File: src/rtl/mem_2_to_1_arbiter.sv
// Round-robin arbiter that feeds two clients into the two-region single-port memory wrapper.
// Define MEM_ARB_STATS_EN to add saturating grant/conflict counters (stat_* ports).
module mem_2_to_1_arbiter #(
    parameter int WIDTH                = 32,
    parameter int SINGLE_MEM_DEPTH     = 14,
    parameter int SINGLE_MEM_DEPTH_LOG = $clog2(SINGLE_MEM_DEPTH)
) (
    input  logic                            clk,
    input  logic                            rst,
    input  logic                            c0_req,
    input  logic                            c0_we,
    input  logic                            c0_lock,
    input  logic [SINGLE_MEM_DEPTH_LOG-1:0] c0_addr,
    input  logic [WIDTH-1:0]                c0_din,
    output logic                            c0_gnt,
    output logic                            c0_rvalid,
    output logic [WIDTH-1:0]                c0_rdata,
    input  logic                            c1_req,
    input  logic                            c1_we,
    input  logic                            c1_lock,
    input  logic [SINGLE_MEM_DEPTH_LOG-1:0] c1_addr,
    input  logic [WIDTH-1:0]                c1_din,
    output logic                            c1_gnt,
    output logic                            c1_rvalid,
    output logic [WIDTH-1:0]                c1_rdata,
    output logic                            mem_0_wr_en,
    output logic                            mem_0_rd_en,
    output logic [SINGLE_MEM_DEPTH_LOG-1:0] mem_0_wr_addr,
    output logic [SINGLE_MEM_DEPTH_LOG-1:0] mem_0_rd_addr,
    output logic [WIDTH-1:0]                mem_0_din,
    output logic                            mem_1_wr_en,
    output logic                            mem_1_rd_en,
    output logic [SINGLE_MEM_DEPTH_LOG-1:0] mem_1_wr_addr,
    output logic [SINGLE_MEM_DEPTH_LOG-1:0] mem_1_rd_addr,
    output logic [WIDTH-1:0]                mem_1_din,
    input  logic [WIDTH-1:0]                mem_dout,
    output logic                            addr_err
`ifdef MEM_ARB_STATS_EN
    ,
    output logic [31:0]                     stat_gnt0,
    output logic [31:0]                     stat_gnt1,
    output logic [31:0]                     stat_conflict
`endif
);

    typedef enum logic [1:0] {
        LOCK_NONE = 2'd0,
        LOCK_C0   = 2'd1,
        LOCK_C1   = 2'd2
    } lockOwner_t;

    // One extra bit so a power-of-two depth is still representable.
    localparam logic [SINGLE_MEM_DEPTH_LOG:0] DEPTH_W = (SINGLE_MEM_DEPTH_LOG + 1)'(SINGLE_MEM_DEPTH);

    lockOwner_t lockOwner_q, lockOwner_d;
    logic       lastGnt_q, lastGnt_d;
    logic       rvalid0_q, rvalid0_d, rvalid1_q, rvalid1_d;
    logic       rdErr0_q, rdErr0_d, rdErr1_q, rdErr1_d;
    logic       addrErr_q, addrErr_d;
    logic       inRange0, inRange1, sel0, sel1;

    assign inRange0 = {1'b0, c0_addr} < DEPTH_W;
    assign inRange1 = {1'b0, c1_addr} < DEPTH_W;

    always_comb begin
        c0_gnt = 1'b0;
        c1_gnt = 1'b0;
        if (!rst) begin
            if (lockOwner_q == LOCK_C0 && c0_req) begin
                c0_gnt = 1'b1;
            end else if (lockOwner_q == LOCK_C1 && c1_req) begin
                c1_gnt = 1'b1;
            end else if (c0_req && c1_req) begin
                c0_gnt = lastGnt_q;
                c1_gnt = ~lastGnt_q;
            end else begin
                c0_gnt = c0_req;
                c1_gnt = c1_req;
            end
        end
    end

    // A lock only survives while its owner keeps being granted with lock asserted.
    always_comb begin
        lockOwner_d = LOCK_NONE;
        lastGnt_d   = lastGnt_q;
        if (c0_gnt) begin
            lastGnt_d   = 1'b0;
            lockOwner_d = c0_lock ? LOCK_C0 : LOCK_NONE;
        end else if (c1_gnt) begin
            lastGnt_d   = 1'b1;
            lockOwner_d = c1_lock ? LOCK_C1 : LOCK_NONE;
        end
        rvalid0_d = c0_gnt & ~c0_we;
        rvalid1_d = c1_gnt & ~c1_we;
        rdErr0_d  = ~inRange0;
        rdErr1_d  = ~inRange1;
        addrErr_d = addrErr_q | (c0_gnt & ~inRange0) | (c1_gnt & ~inRange1);
    end

    always_ff @(posedge clk) begin
        if (rst) begin
            lockOwner_q <= LOCK_NONE;
            lastGnt_q   <= 1'b1;
            rvalid0_q   <= 1'b0;
            rvalid1_q   <= 1'b0;
            rdErr0_q    <= 1'b0;
            rdErr1_q    <= 1'b0;
            addrErr_q   <= 1'b0;
        end else begin
            lockOwner_q <= lockOwner_d;
            lastGnt_q   <= lastGnt_d;
            rvalid0_q   <= rvalid0_d;
            rvalid1_q   <= rvalid1_d;
            rdErr0_q    <= rdErr0_d;
            rdErr1_q    <= rdErr1_d;
            addrErr_q   <= addrErr_d;
        end
    end

    assign sel0 = c0_gnt & inRange0;
    assign sel1 = c1_gnt & inRange1;

    assign mem_0_wr_en   = sel0 & c0_we;
    assign mem_0_rd_en   = sel0 & ~c0_we;
    assign mem_0_wr_addr = mem_0_wr_en ? c0_addr : '0;
    assign mem_0_rd_addr = mem_0_rd_en ? c0_addr : '0;
    assign mem_0_din     = mem_0_wr_en ? c0_din  : '0;
    assign mem_1_wr_en   = sel1 & c1_we;
    assign mem_1_rd_en   = sel1 & ~c1_we;
    assign mem_1_wr_addr = mem_1_wr_en ? c1_addr : '0;
    assign mem_1_rd_addr = mem_1_rd_en ? c1_addr : '0;
    assign mem_1_din     = mem_1_wr_en ? c1_din  : '0;

    // Returned data is masked to zero for out-of-range reads; everything reads 0 during reset.
    assign c0_rvalid = rvalid0_q & ~rst;
    assign c1_rvalid = rvalid1_q & ~rst;
    assign c0_rdata  = (c0_rvalid && !rdErr0_q) ? mem_dout : '0;
    assign c1_rdata  = (c1_rvalid && !rdErr1_q) ? mem_dout : '0;
    assign addr_err  = addrErr_q & ~rst;

`ifdef MEM_ARB_STATS_EN
    logic [31:0] statGnt0_q, statGnt1_q, statConflict_q;

    always_ff @(posedge clk) begin
        if (rst) begin
            statGnt0_q     <= '0;
            statGnt1_q     <= '0;
            statConflict_q <= '0;
        end else begin
            if (c0_gnt && statGnt0_q != '1) statGnt0_q <= statGnt0_q + 32'd1;
            if (c1_gnt && statGnt1_q != '1) statGnt1_q <= statGnt1_q + 32'd1;
            if (c0_req && c1_req && statConflict_q != '1) statConflict_q <= statConflict_q + 32'd1;
        end
    end

    assign stat_gnt0     = rst ? '0 : statGnt0_q;
    assign stat_gnt1     = rst ? '0 : statGnt1_q;
    assign stat_conflict = rst ? '0 : statConflict_q;
`endif

endmodule
File: config.mk
export PLATFORM = sky130hd
export DESIGN_NAME = mem_2_to_1_arbiter
export DESIGN_NICKNAME = d
export VERILOG_FILES = /design/src/rtl/mem_2_to_1_arbiter.sv
export SDC_FILE = /design/constraint.sdc
export NUM_CORES = 1
export LEC_CHECK = 0
export ABC_AREA = 1
export CAP_MARGIN = 10
export CORE_AREA = 8 8 97 99
export CTS_CLUSTER_SIZE = 20
export DETAILED_ROUTE_END_ITERATION = 6
export DIE_AREA = 0 0 105 107
export PLACE_DENSITY_LB_ADDON = 0.25
export SYNTH_ARGS = -nofsm -noshare
export SYNTH_HDL_FRONTEND = slang
export SYNTH_SLANG_ARGS = --single-unit
File: constraint.sdc
create_clock -name clk -period 4.9 [get_ports clk]
set_clock_uncertainty 0.15 [all_clocks]
set_input_delay 1.47 -clock clk [delete_from_list [all_inputs] [get_ports clk]]
set_output_delay 1.47 -clock clk [all_outputs]
set_load 0.005 [all_outputs]
[Yosys cells after proc, flatten, opt, wreduce, memory -nomap -nowiden]
Index checks and enable logic that the tools add are counted.
Word-level totals
  register bits after elaboration: 8
  input port bits: 112
Operators by class
  mux-type cells: 22
  bitwise gates (word level): 21
  eq/ne operators: 2
  reduce and logical (&&, ||, !) cells: 8
  order comparisons: 2
Operators by type and width (number)
  two-way mux 32 bit: 4
  two-way mux 4 bit: 4
  bitwise AND 1 bit: 13
  two-way mux 1 bit: 11
  less-than comparator 4 bit (second input constant): 2
  two-way mux 2 bit: 3
  inverter 1 bit: 6
  logical AND 1 bit: 5
  == test 2 x 1 -> 1 bit (second input constant): 1
  == test 2 bit (second input constant): 1
  zero test 1 bit: 2
  OR 1 bit: 2
  nonzero test 2 bit: 1

[Depth between registers and ports, before layout]
Gate-level depths: netlist of run 1.
  depth after elaboration: 8
  gate-level depth with buffers: 8
  depth with buffers taken out: 7

[Worst setup path after synthesis of run 1]
OpenSTA, ideal clock, no wires.
  path type: input -> output
  start point: input c0_req
  end point: output mem_1_din[10]
  path slack: 1.094 ns
  stages: 8
  data required time: 3.280 ns
  arrival time: 2.186 ns
  cell sequence: nand2_1 > nand2_1 > nand2_1 > nand3_2 > inv_2 > nand3_4 > buf_6 > nor2_2
Between the ends
  cells in the longest elaborated chain, start to end: 8
  elaborated cells on any way between the ends: 9
  classes of those cells: mux: 5; bitwise: 2; reduce/logical: 2
RTL lines
  start: declaration: line 10  | input logic c0_req,
  logical AND 1 bit: line 73  | end else if (c0_req && c1_req) begin
  two-way mux 1 bit: line 73
  two-way mux 1 bit: line 71  | end else if (lockOwner_q == LOCK_C1 && c1_req) begin
  two-way mux 1 bit *: line 69  | if (lockOwner_q == LOCK_C0 && c0_req) begin
  two-way mux 1 bit *: line 68  | if (!rst) begin
  net c1_gnt: line 23  | output logic c1_gnt,
  bitwise AND 1 bit *: line 122  | assign sel1 = c1_gnt & inRange1;
  bitwise AND 1 bit *: line 129  | assign mem_1_wr_en = sel1 & c1_we;
  two-way mux 32 bit *: line 133  | assign mem_1_din = mem_1_wr_en ? c1_din : '0;
  end: declaration: line 35  | output logic [WIDTH-1:0] mem_1_din,
Mark *: on every way through the listed nets, which the timed path passes. The rest lies on a longest branch.

[Worst setup path in the final report of run 1]
  start point: input c1_addr[2]
  end point: output mem_1_din[9]
Between the ends
  cells in the longest elaborated chain, start to end: 4
RTL lines
  start: declaration: line 21  | input logic [SINGLE_MEM_DEPTH_LOG-1:0] c1_addr,
  less-than comparator 4 bit: line 63  | assign inRange1 = {1'b0, c1_addr} < DEPTH_W;
  bitwise AND 1 bit: line 122
  bitwise AND 1 bit: line 129
  two-way mux 32 bit: line 133
Every way passes these cells.

==> flow_summary_export.csv, run 1 <==
group,metric,value,unit
critical_path,r2r-start,"lockOwner_q[0]",
logic_synthesis,ys_seq_elements,8,
logic_synthesis,ys_warn_count,0,
critical_path,cp_slowest_cell,"clkdlybuf4s50_1",
final_layout,nNetsFinal,704,
route,vias,2653,
route,drt_iter0_markers,67,
grt,grt_use_total,15.4,%
placement,place_congestion,0.778,
power,power.total,378,uW
logic_synthesis,synth_top_cell_by_area,"nor2_1",
logic_synthesis,yosysTopAreaCellShare,31.4,%
floorplanning,num_rows,33,
hold_path,hold_path.class,"reg2reg",
logic_synthesis,postSynthCellCount,320,
grt,grt_remaining_overflow,0,
critical_path,ff2ff_path_depth,8,
floorplanning,core-area,7930,um^2
final_layout,fin_util,55.8,%
final_layout,design_area,4420,um^2
grt,grt_max_degree,38,
floorplanning,dieArea,11200,um^2
placement,portBuffers,264,
power,p_leak,2.39,nW
critical_path,cp.arrival,3.07,ns
grt,grt_pass1_vias,2663,
route,dr.pass1.iters,4,
logic_synthesis,synth_area_leaders,"nor2_1 (31%), inv_1 (30%), nor2_2 (12%), dfxtp_1 (11%), nand2_1 (3.6%)",
clock_network,ctsRootBufferMaster,"clkbuf_8",
grt,antenna_found_initial,0,
critical_path,slowest_delay,0.50,ns
timing,finalSetupTns,0,ns
critical_path,cpLargestDelayFamily,"buffers and inverters",
clock_network,numCtsBuffers,3,
critical_path,worst-path-buf-inv,3,
placement,placed_cell_area,4300,um^2
timing,min_period,4.69,ns
logic_synthesis,yosysSeqAreaShare,10.8,%
timing,rsz0062_at_grt,"false",
hold_path,hp-start,"addrErr_q",
clock_network,htree_levels,1,
logic_synthesis,syn_nets,432,
route,ant_nets,0,
clock_network,clkTransAtPathRegs,0.04,ns
critical_path,cp.required,3.28,ns
final_layout,diodes,0,
logic_synthesis,syn-cell-area,1480,um^2
critical_path,path_depth,6,
floorplanning,die_w,105,um
power,irDropWorstVdd,0.0491,mV
clock_network,cts_tree,"done",
clock_network,clock_latency,0.23,ns
timing,hold_violations,0,
clock_network,clock-sinks,8,
hold_path,min_path_cells,2,
logic_synthesis,yosysUniqueCellTypes,15,
critical_path,critPathLaunch,"c1_addr[2]",
timing,max-slew-margin-rel,82.1,%
timing,min_period_over_period,95.6,%
critical_path,setup.worst_path.end_class,"primary output",
critical_path,path_cells,"clkdlybuf4s50_1 -> nand3_1 -> nand3_4 -> buf_4 -> nor2_2 -> clkdlybuf4s50_1",
critical_path,critPathLaunchType,"input port",
logic_synthesis,syn_area_per_cell,4.63,um^2
timing,setup_viol,0,
critical_path,crit_fanout,8,
timing,slew_viol_final,0,
timing,tightest_slew,0.268,ns
placement,dp_hpwl,8470,um
route,wl_per_cell,13.8,um
critical_path,path_class,"in2out",
clock_network,cts_buffer_depth,2,
floorplanning,die-height,107,um
outcome,status,"complete, no violations",
run,drv_cap,0,
power,cellPowerDensity,85.5,nW/um^2
timing,max_freq,0.213,GHz
critical_path,cpMostUsedCell,"clkdlybuf4s50_1",
floorplanning,initial_utilization,18.7,%
final_layout,layout-drive-gt1-share,9.32,%
route,via_per_inst,3.82,
grt,grt_pass1_wl,14000,um
timing,fin_hold_ws,0.337,ns
route,finalWirelength,9580,um
route,drc,0,
final_layout,layout-area-overhead-vs-synth,199,%
floorplanning,ios,265,
[metal layers]
layer	routed length, um	GRT usage [%]
met2	4920	29.1
met4	106	3.36
met3	1280	8.52
met5	0	0
met1	3270	14.2
[synthesized netlist by cell type]
cell type	count
nand3_1	6
nand3_2	1
nand4_4	1
nand4_1	1
nand3_4	1
nand2_2	1
buf_2	3
nor2_2	29
clkbuf_1	6
dfxtp_1	8
nor2_1	124
inv_1	120
nand2_1	14
buf_6	3
inv_2	2
[metrics by stage]
step,worst slack (ns),cells
finish,0.213,695
global route,0.0759,695
CTS,-0.0000342,689
detailed placement,-0.0379,686
global placement,0.0167,686
floorplan,1.09,320
[sequential cells by signal, indices dropped and copies added (netlist names)]
signal,cells
rvalid0_q,1
addrErr_q,1
lockOwner_q,2
lastGnt_q,1
rvalid1_q,1
rdErr0_q,1
rdErr1_q,1
[power breakdown]
part	switching [mW]	leakage, nW	total [mW]	internal, mW
logic	0.0820	2.30	0.230	0.148
clock network	0.0252	0.0216	0.0784	0.0531
registers	0.00127	0.0655	0.0701	0.0688
[worst min-delay path, stage by stage (launching register included)]
cell,delay (ns)
dfxtp_1,0.30
nand2_1,0.07
nand3_1,0.08
[path summary, 6_finish.rpt]
kind,end,slack (ns)
setup / recovery,mem_1_din[9],0.21
hold / removal,addrErr_q,0.34
setup reg to reg,addrErr_q,3.68
hold reg to reg,addrErr_q,0.34
[kinds of logic after synthesis]
family	share of synthesized area, %
flip-flops	10.8
buffers and inverters	35.8
AND/OR/NAND/NOR	53.4
[final cells by class]
type / instances / area, um^2
flip-flops and latches: 8 / 160
well taps: 105 / 131
inverters: 122 / 458
fillers: 751 / 3510
repair buffers: 279 / 2830
multi-input cells: 178 / 798
clock buffers: 3 / 41.3
[cell usage in the layout (no fill, tap or decap), drive strengths merged]
master         instances
dlygate4sd2           20
clkdlybuf4s50        237
clkbuf                 5
nor2                 153
inv                  122
buf                   13
nand2                 15
dfxtp                  8
dlymetal6s2s           7
nand4                  2
nand3                  8
[what timing repair did]
item,CTS,global route
hold buffers,0,0
pin swaps,0,0
cloned,0,2
gates resized for setup,22,7
setup buffers,0,4
endpoints found under the setup margin,26,28
Note: power is estimated with default switching activity, not from simulation.
==> run 2: changes to the inputs <==
- HOLD_SLACK_MARGIN: unset -> 0.1
- SKIP_CTS_REPAIR_TIMING: unset -> 1
==> flow_summary_export.csv, run 2 (synthesis results as in run 1) <==
group,metric,value,unit
outcome,status,"complete, no violations",
floorplanning,dieArea,11200,um^2
clock_network,cts_tree,"done",
power,cellPowerDensity,84.8,nW/um^2
floorplanning,ios,265,
clock_network,clock_latency,0.23,ns
critical_path,crit_fanout,15,
clock_network,ctsRootBufferMaster,"clkbuf_8",
critical_path,r2r_setup_slack,3.69,ns
power,p_leak,2.54,nW
floorplanning,die-height,107,um
critical_path,cp_slowest_cell,"clkdlybuf4s50_1",
power,switching_share,28.5,%
final_layout,layout-area-overhead-vs-synth,203,%
timing,min_period_over_period,95.9,%
power,power.total,380,uW
placement,portBuffers,264,
grt,grt_remaining_overflow,0,
final_layout,fin_util,56.5,%
critical_path,cp.required,3.28,ns
timing,tightest_slew,0.270,ns
hold_path,hold_path.class,"reg2reg",
final_layout,final_common_cell,"clkdlybuf4s50_1",
grt,grt_use_total,15.4,%
timing,hold_violations,0,
critical_path,ff2ff_path_depth,8,
floorplanning,num_rows,33,
final_layout,layout-drive-gt1-share,9.46,%
clock_network,numCtsBuffers,3,
timing,fin_hold_ws,0.337,ns
timing,slew_viol_final,0,
floorplanning,initial_utilization,18.7,%
hold_path,min_to,"addrErr_q",
critical_path,cpMostUsedCell,"clkdlybuf4s50_1",
critical_path,r2r-start,"lockOwner_q[0]",
placement,place_congestion,0.778,
critical_path,path_class,"in2out",
final_layout,final_cell_mix,"clkdlybuf4s50_1 (244), nor2_1 (124), inv_1 (120)",
route,ant_nets,0,
critical_path,path_cells,"clkdlybuf4s50_1 -> nand3_1 -> nand3_4 -> buf_12 -> nor2_1 -> clkdlybuf4s50_1",
clock_network,htree_levels,1,
power,clkPwrFrac,20.6,%
floorplanning,die_w,105,um
final_layout,regMostFlops,"lockOwner_q",
clock_network,cts_buffer_depth,2,
critical_path,cp.arrival,3.08,ns
power,internal_power,272,uW
timing,rsz0062_at_grt,"false",
critical_path,cpLargestDelayFamily,"buffers and inverters",
timing,min_period,4.70,ns
critical_path,slowest_delay,0.52,ns
critical_path,setup.worst_path.end_class,"primary output",
critical_path,critPathLaunch,"c1_addr[2]",
placement,post-place-ws,-0.0379,ns
power,p_seq_share,18.4,%
grt,grt_max_degree,38,
hold_path,hp-start,"addrErr_q",
timing,max-slew-margin-rel,81.9,%
placement,dp_hpwl,8470,um
critical_path,reg2reg_to,"addrErr_q",
floorplanning,core-area,7930,um^2
clock_network,clkTransAtPathRegs,0.04,ns
route,finalWirelength,9610,um
placement,placed_cell_area,4300,um^2
route,wl_per_cell,13.8,um
grt,grt_pass1_wl,14000,um
grt,antenna_found_initial,0,
route,dr.pass1.iters,4,
final_layout,design_area,4480,um^2
critical_path,critPathLaunchType,"input port",
final_layout,largest_register_ffs,2,
final_layout,diodes,0,
grt,grt_pass1_vias,2663,
power,irDropWorstVdd,0.0492,mV
timing,layout_setup_ws,0.200,ns
route,vias,2688,
timing,setup_viol,0,
route,drc,0,
power,p_sw,108,uW
route,drt_iter0_markers,60,
route,via_per_inst,3.86,
clock_network,clock-sinks,8,
critical_path,worst-path-buf-inv,3,
hold_path,min_path_cells,2,
final_layout,nNetsFinal,706,
timing,max_freq,0.213,GHz
power,power_frac_comb,61.0,%
run,drv_cap,0,
run 2: cell types whose count changed in the layout (fill, tap and decap cells not counted), sizes merged:
cell,change
dlygate4sd2,-20
clkdlybuf4s50,+7
dlymetal6s2s,+13
clkbuf,-1
buf,+3
run 2: stage by stage:
step | setup TNS, ns | std cells
after CTS | -0.381 | 689
after detailed placement | -0.140 | 686
after global routing | 0 | 697
after floorplan | 0 | 320
final | 0 | 697
after global placement | 0 | 686
run 2: routing by layer:
metal	wire length, um	track usage [%]	up-vias
met4	104	3.36	0
met1	3240	14.2	1134
met3	1280	8.52	8
met2	4990	29.1	158
li1	-	-	1388
met5	0	0	-
run 2: power by group through the flow:
stage	clock (mW)	combinational [mW]	sequential, mW
after floorplan	0	0.0645	0.0707
after global placement	0	0.226	0.0710
after detailed placement	0	0.229	0.0711
after CTS	0.0790	0.230	0.0700
after global routing	0.0841	0.253	0.0703
final	0.0781	0.232	0.0700
run 2: how the worst max path moves through the flow:
stage / cells after the start / to
CTS: 8 / mem_1_rd_addr[1]
floorplan: 8 / mem_1_din[10]
finish: 6 / mem_1_wr_addr[0]
detailed placement: 8 / mem_1_rd_addr[0]
global placement: 8 / mem_1_rd_addr[1]
global route: 5 / mem_0_rd_addr[3]
run 2: final cells by class:
cell class	instances	area, um^2
Clock buffer	3	41.3
Tap cell	105	131
Sequential cell	8	160
Timing Repair Buffer	281	2900
Inverter	122	458
Multi-Input combinational cell	178	793
Fill cell	733	3450
run 2: worst reg2reg max path: stages, from the launching register on:
cell,delay [ns]
dfxtp_1,0.30
inv_1,0.05
nor2_1,0.08
nand2_1,0.10
nand3_2,0.12
inv_2,0.06
buf_4,0.13
nand2_1,0.05
nand3_1,0.06
==> run 3: changes to the inputs <==
- CELL_PAD_IN_SITES_DETAIL_PLACEMENT: unset -> 1
- CELL_PAD_IN_SITES_GLOBAL_PLACEMENT: unset -> 2
- CORE_AREA: 8 8 97 99 -> unset
- CORE_MARGIN: unset -> 8
- CORE_UTILIZATION: unset -> 10
- DIE_AREA: 0 0 105 107 -> unset
==> flow_summary_export.csv, run 3 (synthesis results as in run 1) <==
group,metric,value,unit
hold_path,min_path_cells,2,
final_layout,final_cell_mix,"clkdlybuf4s50_1 (233), nor2_1 (123), inv_1 (120)",
critical_path,setup.worst_path.end_class,"primary output",
final_layout,nNetsFinal,707,
grt,grt_max_degree,38,
hold_path,hold_path.class,"reg2reg",
timing,rsz0062_at_grt,"true",
route,drc,0,
final_layout,layout-drive-gt1-share,9.61,%
clock_network,clock_latency,0.23,ns
placement,place_congestion,0.689,
critical_path,r2r_setup_slack,3.55,ns
grt,grt_pass1_wl,15300,um
floorplanning,num_rows,44,
final_layout,final_common_cell,"clkdlybuf4s50_1",
critical_path,worst-path-buf-inv,4,
final_layout,design_area,4660,um^2
clock_network,cts_buffer_depth,2,
route,via_per_inst,3.51,
timing,setup_viol,0,
clock_network,ctsRootBufferMaster,"clkbuf_16",
clock_network,clkTransAtPathRegs,0.03,ns
hold_path,hp-start,"addrErr_q",
power,p_sw,116,uW
floorplanning,die_w,138,um
hold_path,min_to,"addrErr_q",
final_layout,fin_util,32.2,%
final_layout,fillers,1814,
timing,hold_violations,0,
outcome,status,"complete, no violations",
critical_path,cpMostUsedCell,"nand2_1",
floorplanning,ios,265,
route,finalWirelength,11100,um
power,cellPowerDensity,94.5,nW/um^2
final_layout,diodes,0,
critical_path,r2r-start,"lockOwner_q[0]",
route,wl_per_cell,14.2,um
power,internal_power,325,uW
route,drt_iter0_markers,59,
critical_path,cp.arrival,3.21,ns
floorplanning,initial_utilization,10.2,%
power,switching_share,26.3,%
power,irDropWorstVdd,0.0890,mV
final_layout,layout-area-overhead-vs-synth,215,%
timing,slew_viol_final,0,
critical_path,path_cells,"clkdlybuf4s50_1 -> nand2_1 -> nand2_1 -> nand2_1 -> nand3_2 -> inv_2 -> nand3_4 -> clkbuf_16 -> nor2_2 -> clkdlybuf4s50_1",
power,clkPwrFrac,30.6,%
final_layout,multi_input_area,793,um^2
critical_path,path_class,"in2out",
route,ant_nets,0,
final_layout,largest_register_ffs,2,
clock_network,cts_tree,"done",
timing,min_period,4.83,ns
critical_path,cp.required,3.28,ns
critical_path,crit_fanout,7,
placement,dp_hpwl,9620,um
final_layout,regArea,160,um^2
clock_network,htree_levels,1,
critical_path,reg2reg_to,"addrErr_q",
timing,max-slew-margin-rel,83.4,%
critical_path,slowest_delay,0.51,ns
timing,finalSetupTns,0,ns
power,p_seq_share,15.9,%
floorplanning,die-height,138,um
floorplanning,core-area,14500,um^2
power,p_leak,2.77,nW
clock_network,clock-sinks,8,
placement,portBuffers,264,
timing,min_period_over_period,98.5,%
clock_network,numCtsBuffers,3,
grt,grt_use_total,10.2,%
grt,antenna_found_initial,1,
floorplanning,dieArea,19000,um^2
critical_path,critPathLaunchType,"input port",
power,power.total,441,uW
run,drv_cap,0,
timing,tightest_slew,0.249,ns
route,dr.pass1.iters,4,
critical_path,ff2ff_path_depth,9,
critical_path,cp_slowest_cell,"clkdlybuf4s50_1",
grt,grt_remaining_overflow,0,
timing,max_freq,0.207,GHz
final_layout,regMostFlops,"lockOwner_q",
grt,grt_pass1_vias,2836,
route,vias,2730,
power,power_frac_comb,53.5,%
placement,placed_cell_area,4390,um^2
critical_path,cpLargestDelayFamily,"buffers and inverters",
## run 3: cell count changes in the layout (fill, tap and decap cells not counted)
cell,before,now
buf_4,10,11
nand2_1,13,14
nor2_2,29,30
clkbuf_8,3,0
clkbuf_16,1,5
dlymetal6s2s_1,20,31
buf_6,2,1
nor2_1,124,123
nand2_2,2,1
clkdlybuf4s50_1,244,233
## run 3: layout make-up
class / instances / share of cell area [%]
inverters: 122 / 9.83
flip-flops and latches: 8 / 3.44
well taps: 184 / 4.94
clock buffers: 3 / 1.61
repair buffers: 282 / 63.2
multi-input cells: 178 / 17.0
## run 3: worst max path at each step
stage / from / to / cells past startpoint / slack (ns)
after global routing: c0_req / mem_1_din[24] / 10 / -0.01
after CTS: c1_req / mem_1_din[1] / 9 / -0.04
after detailed placement: c1_req / mem_1_din[0] / 9 / -0.04
after floorplan: c0_req / mem_1_din[10] / 8 / 1.09
final: c0_req / mem_1_din[24] / 10 / 0.07
after global placement: c1_req / mem_1_wr_addr[0] / 9 / 0.04
## run 3: per-layer routing
| metal | routed length, um | vias to the layer above | GRT usage (%) |
|---|---|---|---|
| li1 | - | 1390 | - |
| met1 | 3580 | 1207 | 9.57 |
| met2 | 6140 | 127 | 20.4 |
| met3 | 1290 | 4 | 4.45 |
| met4 | 43 | 2 | 0.664 |
| met5 | 8 | - | 0 |
## run 3: power by group through the flow
stage	registers [mW]	logic [mW]	clock network, mW
3_5_place_dp	0.0711	0.234	0
4_1_cts	0.0701	0.235	0.138
2_1_floorplan	0.0707	0.0645	0
3_3_place_gp	0.0711	0.230	0
5_1_grt	0.0705	0.258	0.142
6_report	0.0701	0.236	0.135
## run 3: stage by stage
step | setup slack [ns] | hold slack (ns) | std cells
2_1_floorplan | 1.09 | 0.287 | 320
3_3_place_gp | 0.0406 | 0.300 | 764
3_5_place_dp | -0.0357 | 0.319 | 764
4_1_cts | -0.0361 | 0.333 | 767
5_1_grt | -0.0139 | 0.377 | 777
6_report | 0.0732 | 0.324 | 777
## run 3: worst reg2reg max path, stage by stage (launching register included)
cell	delay (ns)
dfxtp_1	0.30
inv_1	0.05
nor2_1	0.08
nand2_1	0.11
nand3_2	0.12
inv_2	0.06
buf_4	0.13
buf_4	0.13
nand2_1	0.06
nand3_1	0.06
